`config.mk`:
```
export PLATFORM = sky130hd
export DESIGN_NAME = dct_da_accumulator
export DESIGN_NICKNAME = d
export VERILOG_FILES = /design/src/rtl/dct_da_accumulator.sv
export SDC_FILE = /design/constraint.sdc
export NUM_CORES = 1
export LEC_CHECK = 0
export BUFFER_PORTS_ARGS = -buffer_cell sky130_fd_sc_hd__clkbuf_2
export CORE_MARGIN = 1.5
export CORE_UTILIZATION = 40
export DETAILED_ROUTE_END_ITERATION = 10
export HOLD_SLACK_MARGIN = 0.08
export PLACE_DENSITY_LB_ADDON = 0.2
export SYNTH_ARGS = -nofsm -noshare
export SYNTH_HDL_FRONTEND = slang
export SYNTH_SLANG_ARGS = --single-unit
```
`constraint.sdc`:
```
create_clock -name clk -period 5.92 [get_ports clk]
set_clock_uncertainty 0.15 [all_clocks]
set_input_delay 1.184 -clock clk [delete_from_list [all_inputs] [get_ports clk]]
set_output_delay 1.184 -clock clk [all_outputs]
set_load 0.01 [all_outputs]
```
`src/rtl/dct_da_accumulator.sv`:
```
// ----------------------------------------------------------------------------
// dct_da_accumulator
//
// Bit-serial distributed-arithmetic engine for one DCT output term.  Four
// signed samples are captured into shift registers and presented to the c4
// partial-sum ROM one bit-plane at a time, MSB (sign plane) first.  The
// unsigned ROM words are shift-accumulated into an exact signed result.
//
// Ports
//   clk        : single clock, rising-edge active
//   rst_n      : asynchronous active-low reset
//   in_valid   : x0..x3 hold a valid sample set
//   in_ready   : block can accept a new sample set (combinational in DONE)
//   x0..x3     : signed IN_W-bit samples
//   rom_cs     : ROM chip select, high only while bit-planes are sequenced
//   rom_addr   : {x3[b], x2[b], x1[b], x0[b]} for the current bit-plane b
//   rom_data   : unsigned ROM_W-bit word, combinational from rom_addr
//   out_valid  : dout holds a completed result
//   out_ready  : consumer accepts dout
//   dout       : signed OUT_W-bit result
//
// Build option
//   DCT_DA_ROUND_EN : when defined, dout is the accumulated value rounded
//                     half-up to an integer (acc + 2^(FRAC-1)) >>> FRAC.
//                     When undefined, dout is the raw fixed-point sum.
// ----------------------------------------------------------------------------
module dct_da_accumulator #(
    parameter int IN_W  = 12,
    parameter int ROM_W = 17,
    parameter int FRAC  = 14,
    parameter int OUT_W = IN_W + ROM_W
) (
    input  logic                    clk,
    input  logic                    rst_n,
    input  logic                    in_valid,
    output logic                    in_ready,
    input  logic signed [IN_W-1:0]  x0,
    input  logic signed [IN_W-1:0]  x1,
    input  logic signed [IN_W-1:0]  x2,
    input  logic signed [IN_W-1:0]  x3,
    output logic                    rom_cs,
    output logic [3:0]              rom_addr,
    input  logic [ROM_W-1:0]        rom_data,
    output logic                    out_valid,
    input  logic                    out_ready,
    output logic signed [OUT_W-1:0] dout
);

    localparam int CNT_W = (IN_W > 1) ? $clog2(IN_W) : 1;
    localparam logic [CNT_W-1:0] CNT_TOP = CNT_W'(IN_W - 1);

    typedef enum logic [1:0] {
        IDLE = 2'd0,
        RUN  = 2'd1,
        DONE = 2'd2
    } state_t;

    state_t                  state;
    logic [IN_W-1:0]         sh0;
    logic [IN_W-1:0]         sh1;
    logic [IN_W-1:0]         sh2;
    logic [IN_W-1:0]         sh3;
    logic [CNT_W-1:0]        cnt;
    logic signed [OUT_W-1:0] acc;
    logic signed [OUT_W-1:0] acc_next;
    logic signed [OUT_W-1:0] rom_ext;
    logic signed [OUT_W-1:0] dout_next;
    logic signed [OUT_W-1:0] dout_r;
    logic                    out_valid_r;
    logic                    rom_cs_r;
    logic                    first_plane;
    logic                    last_plane;

    // A new set can be taken when idle, or while the finished result is
    // being handed off in the same cycle, which allows back-to-back runs.
    assign in_ready = (state == IDLE) || ((state == DONE) && out_ready);

    // The counter is loaded with the sign-plane index, so the first RUN
    // cycle is recognised by the counter still sitting at its top value.
    assign first_plane = (cnt == CNT_TOP);
    assign last_plane  = (cnt == '0);

    // ROM words are unsigned.  Every legal c4 partial sum (at most 4*c4)
    // leaves the ROM MSB clear, so zero- and sign-extension coincide here.
    assign rom_ext = {{(OUT_W - ROM_W){1'b0}}, rom_data};

    // MSB-first accumulation: the sign plane carries negative weight, every
    // later plane doubles the running sum and adds its word.
    assign acc_next = first_plane ? -rom_ext : ((acc <<< 1) + rom_ext);

`ifdef DCT_DA_ROUND_EN
    // Adding one half before the arithmetic shift rounds ties toward +inf.
    localparam logic signed [OUT_W-1:0] HALF =
        {{(OUT_W - FRAC){1'b0}}, 1'b1, {(FRAC - 1){1'b0}}};
    logic signed [OUT_W-1:0] rounded_sum;
    assign rounded_sum = acc_next + HALF;
    assign dout_next   = rounded_sum >>> FRAC;
`else
    assign dout_next = acc_next;
`endif

    // The address is the current MSB column of the four shift registers,
    // forced to zero whenever the ROM is not selected.
    assign rom_addr  = rom_cs_r ? {sh3[IN_W-1], sh2[IN_W-1], sh1[IN_W-1], sh0[IN_W-1]}
                                : 4'b0000;
    assign rom_cs    = rom_cs_r;
    assign out_valid = out_valid_r;
    assign dout      = dout_r;

    // Control FSM and datapath.  Loading happens from IDLE, or from DONE
    // in the same edge that the previous result is accepted.  RUN sequences
    // IN_W planes; the result is registered on the b=0 edge and held in
    // DONE until the consumer takes it.
    always_ff @(posedge clk or negedge rst_n) begin
        if (!rst_n) begin
            state       <= IDLE;
            sh0         <= '0;
            sh1         <= '0;
            sh2         <= '0;
            sh3         <= '0;
            cnt         <= '0;
            acc         <= '0;
            dout_r      <= '0;
            out_valid_r <= 1'b0;
            rom_cs_r    <= 1'b0;
        end else begin
            case (state)
                IDLE: begin
                    if (in_valid) begin
                        sh0      <= x0;
                        sh1      <= x1;
                        sh2      <= x2;
                        sh3      <= x3;
                        cnt      <= CNT_TOP;
                        rom_cs_r <= 1'b1;
                        state    <= RUN;
                    end
                end

                RUN: begin
                    sh0 <= {sh0[IN_W-2:0], 1'b0};
                    sh1 <= {sh1[IN_W-2:0], 1'b0};
                    sh2 <= {sh2[IN_W-2:0], 1'b0};
                    sh3 <= {sh3[IN_W-2:0], 1'b0};
                    acc <= acc_next;
                    if (last_plane) begin
                        dout_r      <= dout_next;
                        out_valid_r <= 1'b1;
                        rom_cs_r    <= 1'b0;
                        state       <= DONE;
                    end else begin
                        cnt <= cnt - 1'b1;
                    end
                end

                DONE: begin
                    if (out_ready) begin
                        out_valid_r <= 1'b0;
                        if (in_valid) begin
                            sh0      <= x0;
                            sh1      <= x1;
                            sh2      <= x2;
                            sh3      <= x3;
                            cnt      <= CNT_TOP;
                            rom_cs_r <= 1'b1;
                            state    <= RUN;
                        end else begin
                            state <= IDLE;
                        end
                    end
                end

                default: begin
                    state       <= IDLE;
                    out_valid_r <= 1'b0;
                    rom_cs_r    <= 1'b0;
                end
            endcase
        end
    end

endmodule

```
Word-level counts from Yosys, hierarchy flattened
Cells that the tools add are included.
{"block": "op_classes", "n_mux": 30, "addsub": 3, "n_eq_ne": 7, "reduce_logical": 11, "multipliers": 0, "n_div": 0, "magnitude_cmp": 0, "n_bitwise": 1, "shifts": 0}
{"cell": "case mux 12 bit (3 select lines)", "count": 4}
{"cell": "two-way mux 12 bit", "count": 8}
{"cell": "adder 29 x 18 -> 29 bit", "count": 1}
{"cell": "two-way mux 29 bit", "count": 1}
{"cell": "negator 17 -> 29 bit", "count": 1}
{"cell": "two-way mux 4 bit", "count": 4}
{"cell": "case mux 4 bit (3 select lines)", "count": 1}
{"cell": "AND reduction 3 bit", "count": 3}
{"cell": "inequality test 2 bit (second input constant)", "count": 4}
{"cell": "two-way mux 1 bit", "count": 6}
{"cell": "two-way mux 2 bit", "count": 3}
{"cell": "case mux 1 bit (3 select lines)", "count": 2}
{"cell": "case mux 2 bit (3 select lines)", "count": 1}
{"cell": "AND reduction 2 bit", "count": 3}
{"cell": "equality test 4 bit (second input constant)", "count": 1}
{"cell": "logical NOT 4 bit", "count": 1}
{"cell": "subtractor 4 x 1 -> 4 bit (second input constant)", "count": 1}
{"cell": "nonzero test 3 bit", "count": 1}
{"cell": "equality test 2 x 1 -> 1 bit (second input constant)", "count": 1}
{"cell": "equality test 2 bit (second input constant)", "count": 1}
{"cell": "logical NOT 2 bit", "count": 1}
{"cell": "logical AND 1 bit", "count": 1}
{"cell": "logical OR 1 bit", "count": 1}
{"cell": "inverter 1 bit", "count": 1}
{"block": "totals", "latchBits": 0, "n_memories": 0, "word_cells": 62, "output_inout_bits": 36, "rom_bits": 0, "regBits": 113, "ramBits": 0, "in_bits": 69}

Depth between registers and ports, before layout
{"block": "depth", "depth_word": 3, "ltp_mapped": 10, "mapped_depth_nobuf": 10}

Worst setup path before layout
No wires, ideal clock.
{"block": "synth_path", "path_type": "input-to-reg", "startpoint": "input rom_data[1]", "endpoint": "register acc[21]", "n_path_buf": 0, "setup_slack_ns": 2.370, "setup_time_ns": 0.126, "arrival_time_ns": 3.274, "required_ns": 5.644, "cell_stages": 10, "path_cell_list": "ha_1 -> inv_1 -> fa_1 -> nand2b_1 -> o2bb2ai_1 -> a311oi_2 -> a211o_1 -> nand4_1 -> xnor2_1 -> a221o_1"}
{"block": "synth_via", "elab_chain_cells": 2, "word_cells_on_any_way": 3, "cone_classes": "add/sub (2); mux (1)"}
{"element": "start: declaration", "line_no": "43", "rtl": "input logic [ROM_W-1:0] rom_data,"}
{"element": "adder 29 x 18 -> 29 bit / negator 17 -> 29 bit (equally long branches)", "line_no": "89", "rtl": "assign acc_next = first_plane ? -rom_ext : ((acc <<< 1) + rom_ext);"}
{"element": "two-way mux 29 bit (*)", "line_no": "89"}
{"element": "end signal: assignment", "line_no": "145", "rtl": "acc <= acc_next;"}
{"element": "end: declaration", "line_no": "64", "rtl": "logic signed [OUT_W-1:0] acc;"}
Mark *: on every way between the ends. The rest lies on a longest branch, timed or not.
A chain may end at the register's enable or synchronous reset.

Final worst setup path
Same ends and word-level chain as after synthesis.

==> impl_metrics.py <==
metrics = {
    "outcome": {
        "status": "complete, no violations",
    },
    "clock_network": {
        "numCtsBuffers": 17,
        "clk_path_buf_depth": 2,
        "cts_root_buffer": "clkbuf_16",
        "cts_resized": 0,
        "cts_hold_buffers": 0,
        "htreeDepth": 4,
        "clk_pin_slew_worst_paths_ps": 50,
        "clkLatencyLatePin_ps": 410,
        "postCtsSetupRepairBufs": 0,
        "clock_sinks": 113,
        "cts_tree": "built",
    },
    "cells_and_area": {
        "fin_cells": 1007,
        "n_antenna_cell": 0,
        "syn_to_final_growth_pct": 19.5,
        "final_common_cell": "nand2_1",
        "fillCellCount": 1477,
        "layout.nets": 897,
        "drive_gt1_share_pct": 19.2,
        "fin_area_mm2": 0.00740,
        "final_cell_mix": "157 x nand2_1, 113 x dfrtp_1, 103 x clkbuf_2",
    },
    "hold_path": {
        "hold_depth": 2,
        "min_to": "dout[0]",
        "holdCritStartpoint": "dout[0]",
        "min_path_type": "reg2reg",
    },
    "yosys": {
        "synth_warnings": 0,
        "synth_ff_type": "dfrtp_1",
        "yosysSeqAreaShare_pct": 45.7,
        "syn_area_mm2": 0.00619,
        "synthCells": 723,
        "synth.avg_cell_area_um2": 8.56,
        "ys_types": 53,
        "synth_seq_cells": 113,
        "ys_async_sr_fraction_pct": 100,
        "syn-num-nets": 813,
        "synth_area_leaders": "dfrtp_1 46%, nand2_1 9.5%, a31oi_1 5.4%",
        "synth_edf_count": 0,
        "yosys.area.top_type_share_pct": 45.7,
        "synth_area_leader_cell": "dfrtp_1",
    },
    "worst_setup_path": {
        "r2r-start": "acc[0]",
        "r2r-end": "acc[21]",
        "crit_type": "in2reg",
        "cp_max_fo": 5,
        "cp.required_ps": 6060,
        "reg2reg_depth": 10,
        "r2r_slack_ps": 2820,
        "cp.arrival_ps": 3750,
        "crit_path_end_kind": "register",
        "cp-start-kind": "input port",
    },
    "timing": {
        "tns_ps": 0,
        "maxSlewViolCount": 0,
        "tightestPinTransition_ps": 1170,
        "fmax_mhz": 277,
        "whs_ps": 326,
        "fin_crit_sh_pct": 61.0,
        "period_needed_ps": 3610,
        "rsz0062_at_grt": "no",
        "relSlewSlack_pct": 21.8,
        "setup_viol": 0,
        "hold_viol": 0,
    },
    "placement": {
        "placed_area_mm2": 0.00682,
        "dpl.hpwl_um": 10800,
        "dp.cells": 976,
        "portBuffers": 104,
        "gp_congestion": 0.936,
    },
    "grt": {
        "grt_first_pass_wirelength_um": 26400,
        "grtUsageTotal_pct": 20.5,
        "grt_overflow": 0,
        "grt_pass1_vias": 5314,
        "grt_max_degree": 109,
        "antenna_found_initial": 0,
    },
    "detailed_routing": {
        "firstDrtPassIters": 5,
        "wl_um": 15800,
        "via_per_inst": 5.36,
        "detail-route-antenna-nets": 0,
        "drc": 0,
        "wl_per_cell_um": 15.7,
        "drt_iter0_drc": 319,
        "vias": 5400,
    },
    "die": {
        "die_w_um": 127,
        "die-area_mm2": 0.0162,
        "rows": 45,
        "io_pins": 105,
        "start_util_pct": 40.9,
        "chipHeight_um": 127,
        "design.core.area_mm2": 0.0151,
    },
    "power": {
        "vdd.ir_drop.worst_v": 0.000306,
        "power_mw": 4.39,
        "p_per_area_mw_per_mm2": 594,
        "p_leak_nw": 3.43,
    },
    "run": {
        "max_cap_violations": 0,
    },
}
==> metal layers <==
layer,share of wire [%],GRT usage [%]
met5,0,0
met4,2.1,8.62
met3,5.2,4.69
met2,46,31.8
met1,47,27.6
==> per-stage QoR <==
| step | worst slack [ps] | utilization (%) |
|---|---|---|
| after CTS | 2370 | 48.8 |
| after global routing | 2130 | 48.8 |
| after detailed placement | 1970 | 45.0 |
| after floorplan | 2370 | - |
| final | 2310 | 48.8 |
| after global placement | 1980 | 45.0 |
==> flip-flops by register name (all words and copies together) (netlist names) <==
name / count
sh0: 12
sh3: 12
sh1: 12
out_valid: 1
cnt: 4
sh2: 12
acc: 28
dout: 29
rom_cs: 1
state: 2
==> cell families (layout without fill, tap and decap cells) <==
logic type,Yosys count,after routing,synth area share (%)
buf+inv,60,156,3.82
flops,113,113,45.7
xor+xnor,35,35,4.95
mux,11,11,1.96
compound gates,179,179,17.9
fa+ha+maj,21,21,4.36
simple gates,304,304,21.3
==> worst max path at each step <==
stage / from / endpoint / slack [ps]
after floorplan: rom_data[1] / acc[21] / 2370
after global placement: rom_data[1] / acc[27] / 1980
after detailed placement: rom_data[1] / acc[27] / 1970
after CTS: rom_data[1] / acc[21] / 2370
after global routing: rom_data[1] / acc[21] / 2130
final: rom_data[1] / acc[21] / 2310
==> synthesized netlist by cell type (all sizes together) (9+ instances only) <==
library cell,n
nand2,157
dfrtp,113
nor2,87
a31oi,54
o21ai,47
a21oi,35
clkbuf,35
ha,20
xnor2,19
inv,17
xor2,16
a21o,11
and2,10
mux2,9
nand3,9
==> power by group <==
part	switching [mW]	internal, mW	leakage [nW]
combinational	1.18	0.783	1.83
sequential	0.263	1.16	1.31
clock	0.358	0.649	0.282
==> final cells by class <==
| type | count | area, µm² | area share (%) |
|---|---|---|---|
| inverter | 17 | 63.8 | 0.863 |
| tap | 188 | 235 | 3.18 |
| multi-input combinational | 550 | 3140 | 42.4 |
| clock inverter | 9 | 108 | 1.45 |
| clock buffer | 22 | 474 | 6.41 |
| sequential | 113 | 2830 | 38.2 |
| timing repair buffer | 108 | 553 | 7.48 |
==> worst max-delay path, stage by stage <==
cell and delay [ps]:
clkbuf_2 100, ha_1 200, inv_1 70, fa_1 370
nand2b_1 170, o2bb2ai_1 200, a311oi_2 530, a211o_1 300
nand4_1 150, xnor2_1 170, a221o_1 320
(Power assumes the default switching activity.)
